===== config.mk =====
export PLATFORM = sky130hd
export DESIGN_NAME = edge_detector
export DESIGN_NICKNAME = d
export VERILOG_FILES = /design/src/rtl/edge_detector_sync.sv /design/src/rtl/edge_detector.sv
export SDC_FILE = /design/constraint.sdc
export NUM_CORES = 1
export LEC_CHECK = 0
export ABC_AREA = 1
export CAP_MARGIN = 20
export CORE_AREA = 3 3 40 42
export CTS_CLUSTER_DIAMETER = 100
export DETAILED_ROUTE_END_ITERATION = 8
export DIE_AREA = 0 0 43 45
export GPL_TIMING_DRIVEN = 0
export MAX_ROUTING_LAYER = met4
export SYNTH_ARGS = -nofsm -noshare
export SYNTH_HDL_FRONTEND = slang
export SYNTH_SLANG_ARGS = --single-unit

===== constraint.sdc =====
create_clock -name clk -period 1.3 [get_ports clk]
set_input_delay 0.195 -clock clk [delete_from_list [all_inputs] [get_ports clk]]
set_output_delay 0.195 -clock clk [all_outputs]
set_load 0.01 [all_outputs]

===== src/rtl/edge_detector_sync.sv =====
// Purpose: optional synchronizer chain ahead of the edge sampler.
//   STAGES = 0 : dout is din (plain wire, no flops).
//   STAGES > 0 : din passes through STAGES flops, all cleared by rst.
// Ports:
//   clk  - rising-edge clock
//   rst  - asynchronous active-high reset
//   din  - raw level input (may be asynchronous when STAGES >= 2)
//   dout - synchronized level
module edge_detector_sync #(
   parameter int unsigned STAGES = 0
) (
   input  logic clk,
   input  logic rst,
   input  logic din,
   output logic dout
);

   if (STAGES == 0) begin : g_wire
      // Clock and reset are intentionally unused in the zero-stage build.
      logic unused_ok;
      assign unused_ok = ^{clk, rst};
      assign dout      = din;
   end else begin : g_chain
      logic [STAGES-1:0] sync_q;

      // Shift chain: stage 0 captures din, each later stage follows its predecessor.
      always_ff @(posedge clk or posedge rst) begin
         if (rst) begin
            sync_q <= '0;
         end else begin
            sync_q[0] <= din;
            for (int unsigned i = 1; i < STAGES; i++) begin
               sync_q[i] <= sync_q[i-1];
            end
         end
      end

      assign dout = sync_q[STAGES-1];
   end

endmodule


===== src/rtl/edge_detector.sv =====
// Purpose: detect rising and falling transitions of a level signal and emit
//   one-clock-wide glitch-free pulses.
// Parameters:
//   SYNC_STAGES - extra synchronizer flops ahead of the sampler (0..4)
// Ports:
//   clk    - rising-edge clock
//   rst    - asynchronous active-high reset
//   d      - monitored level
//   d_rise - one-cycle pulse per detected 0->1 transition
//   d_fall - one-cycle pulse per detected 1->0 transition
module edge_detector #(
   parameter int unsigned SYNC_STAGES = 0
) (
   input  logic clk,
   input  logic rst,
   input  logic d,
   output logic d_rise,
   output logic d_fall
);

   // Counter reaches SYNC_STAGES+1 (at most 5), three bits suffice.
   localparam int unsigned FILL_W = 3;

   logic              sync_out;
   logic              s0_q,   s0_d;
   logic              prev_q, prev_d;
   logic              arm_q,  arm_d;
   logic [FILL_W-1:0] fill_q, fill_d;
   logic              track_c;

   edge_detector_sync #(
      .STAGES (SYNC_STAGES)
   ) u_sync (
      .clk  (clk),
      .rst  (rst),
      .din  (sync_out_src(d)),
      .dout (sync_out)
   );

   function automatic logic sync_out_src(input logic x);
      return x;
   endfunction

   // After reset the chain still holds zeros; until those have drained into s0
   // the history copies the sampler input so the level at release never looks
   // like an edge. With SYNC_STAGES = 0 this window is exactly the first edge.
   assign track_c = (fill_q <= FILL_W'(SYNC_STAGES));

   always_comb begin
      s0_d   = sync_out;
      prev_d = s0_q;
      arm_d  = 1'b1;
      fill_d = fill_q;
      if (track_c) begin
         prev_d = sync_out;
         fill_d = fill_q + FILL_W'(1);
      end
   end

   always_ff @(posedge clk or posedge rst) begin
      if (rst) begin
         s0_q   <= 1'b0;
         prev_q <= 1'b0;
         arm_q  <= 1'b0;
         fill_q <= '0;
      end else begin
         s0_q   <= s0_d;
         prev_q <= prev_d;
         arm_q  <= arm_d;
         fill_q <= fill_d;
      end
   end

   // Decoded only from flop outputs; s0 and prev cannot differ both ways at once.
   assign d_rise = arm_q & s0_q & ~prev_q;
   assign d_fall = arm_q & prev_q & ~s0_q;

endmodule


==> results by group <==
Power and ir drop
  • Max VDD drop: 0.260 mV
  • Power Density: 1110 mW/mm^2
  • Tot Pwr: 378 uW
  • Static leakage: 0.000183 uW

Synthesis
  • EDFF count, synth: 0
  • Synthesized flop and latch total: 6
  • Cells after Synth: 29
  • Syn nets: 34
  • Warnings, synthesis: 0
  • Top-area cell type share of the netlist area: 57.7%
  • Post-synth cell types: 8
  • Synth Cell Area: 260 sq um
  • Syn Area/Cell: 8.97 sq um
  • Most numerous cell in the Yosys netlist: nand2_1
  • Most frequent cells after synthesis: nand2_1, dfrtp_1, inv_1
  • Sequential share of the synthesized area: 57.7%
  • Ys async rst share: 100%
  • Synth area leaders: dfrtp_1, nand2_1, ha_1, nand3_1, inv_1
  • Biggest area consumer among synthesized cells: dfrtp_1
  • Top FF cell, synth: dfrtp_1

Clock network
  • TritonCTS clock tree: built
  • CTS HTree Levels: 1
  • Clock Sinks: 6
  • Post-CTS Resized: 2
  • Clock-pin slew on the worst setup and hold paths: 0.04 ns
  • Post-CTS Setup Bufs: 0
  • Longest Clk Path Bufs: 2
  • Clock latency at the later pin of the worst-skew pair: 0.24 ns
  • # hold bufs at CTS: 0
  • CTS root buffer: clkbuf_4
  • Num CTS Buffers: 3

Layout
  • Nets: 43
  • Diode count: 0
  • Layout cell share with drive strength beyond 1: 11.1%
  • Area delta synth->final: 30.3%

Detailed routing
  • DR iter-0 viols: 7
  • DRT antenna net count: 0
  • Post-route DRC: 0
  • Drt total wl: 421 um
  • Drt first pass iters: 2
  • DR vias/cell: 3.71
  • Vias: 189
  • Drt wl/cell: 8.25 um

Setup path
  • Critical Path AT: 0.99 ns
  • Worst reg2reg setup slack: 0.24 ns
  • WS Path Type: flop to output pin
  • Crit path max-delay cell type: dfrtp_1
  • CP startpoint kind: flop
  • Buf/Inv on CP: 1
  • Crit Path Max Fanout: 3
  • CP required: 1.11 ns
  • Critical Path End Type: output pin
  • Critical path cell sequence: nand2_1 -> nor2_1 -> dlygate4sd2_1
  • Crit path max-delay family: flip-flops
  • Max stage delay on crit path: 0.38 ns

Die
  • Core area: 0.00128 sq mm
  • Initial Util: 20.3%
  • FP Rows: 13
  • IO Pins: 5
  • Chip width: 43 um
  • Full die area: 0.00194 sq mm
  • Die span in y: 45 um

Global route
  • First-pass GRT wire length: 752 um
  • Antenna violations before repair: 0
  • Grt ovf: 0
  • Tot GR Track Use: 6.22%
  • Largest net degree at the start of global routing: 7
  • Number of global-route vias before repair: 190

Status
  • Outcome: finished clean

STA
  • Slew Limit Fails: 0
  • Hold_ws: 0.172 ns
  • Peak Freq: 0.843 GHz
  • Fin crit share: 91.2%
  • RSZ-0062 raised after global routing: no
  • Final Hold Fails: 0
  • Clock Skews: 0.000984 ns
  • Minimum period implied by the final worst setup slack: 1.19 ns
  • Total Neg Setup Slack: 0 ns
  • Final setup violation count: 0

Job
  • Max-cap violations: 0

Placement
  • Dpl hpwl: 330 um
  • Gpl congestion: 0.695
  • I/O Buffers: 4

Min path
  • Worst Hold Class: input port to async pin
==> flip-flops by register name, summed over array words and instances, names as in the netlist <==
signal  cells
prev_q      1
arm_q       1
fill_q      3
s0_q        1
==> report_power, final <==
part / internal [uW] / switching [uW] / leakage (uW)
clock network: 104 / 61.2 / 0.0000138
registers: 192 / 2.60 / 0.0000717
logic: 9.39 / 8.56 / 0.0000975
total: 306 / 72.4 / 0.000183
==> per-layer routing <==
layer	vias up	track usage, %	routed length (um)
met3	2	3.59	42
met4	0	7.23	5
met5	-	-	0
met1	80	6.63	197
li1	102	-	-
met2	5	7.19	176
==> through the flow <==
stage | utilization, % | std cells | setup WS (ns) | instance area [sq um]
finish | 26.4 | 51 | 0.114 | 339
global route | 26.4 | 51 | 0.0228 | 339
CTS | 26.4 | 51 | 0.0931 | 339
detailed placement | 24.8 | 48 | 0.0812 | 319
global placement | 24.8 | 48 | 0.0900 | 319
floorplan | - | 29 | 0.360 | 260
==> cells by family after synthesis <==
| kind of cell | count (synthesis) | share of synthesized area, % |
|---|---|---|
| flip-flops | 6 | 57.7 |
| adder cells (fa/ha/maj) | 2 | 9.61 |
| buffers and inverters | 4 | 5.77 |
| other | 1 | 1.44 |
| AND/OR/NAND/NOR | 16 | 25.5 |
==> path summary, 6_finish.rpt <==
kind | startpoint | endpoint | cells past startpoint
worst min-delay path | rst | prev_q$_DFF_PP0_ | 2
worst max register to register | fill_q[0]$_DFFE_PP0P_ | fill_q[0]$_DFFE_PP0P_ | 5
max in group asynchronous | rst | s0_q$_DFF_PP0_ | 2
min in group clk | d | s0_q$_DFF_PP0_ | 1
worst min register to register | s0_q$_DFF_PP0_ | prev_q$_DFF_PP0_ | 2
worst max-delay path | s0_q$_DFF_PP0_ | d_rise | 3
==> worst reg2reg max path, stage by stage (launching register included) <==
cell	delay, ns
dfrtp_1	0.40
inv_1	0.09
ha_1	0.25
nand2_2	0.10
nand2_1	0.07
nand2_1	0.05
==> cell type report <==
class,count,area (sq um)
fill,145,946
multi-input combinational,19,95.1
clock buffer,3,22.5
timing repair buffer,4,37.5
tap,15,18.8
inverter,4,15.0
sequential,6,150
==> cells in the final DEF, fill, tap and decap left out, drive strengths merged <==
cell and n:
dlygate4sd2 2, dfrtp 6, clkbuf 3, nand3 3, conb 1, ha 2, inv 4, nand2 11
nor2 2, clkdlybuf4s50 2
Note: power is estimated with default switching activity, not from simulation.
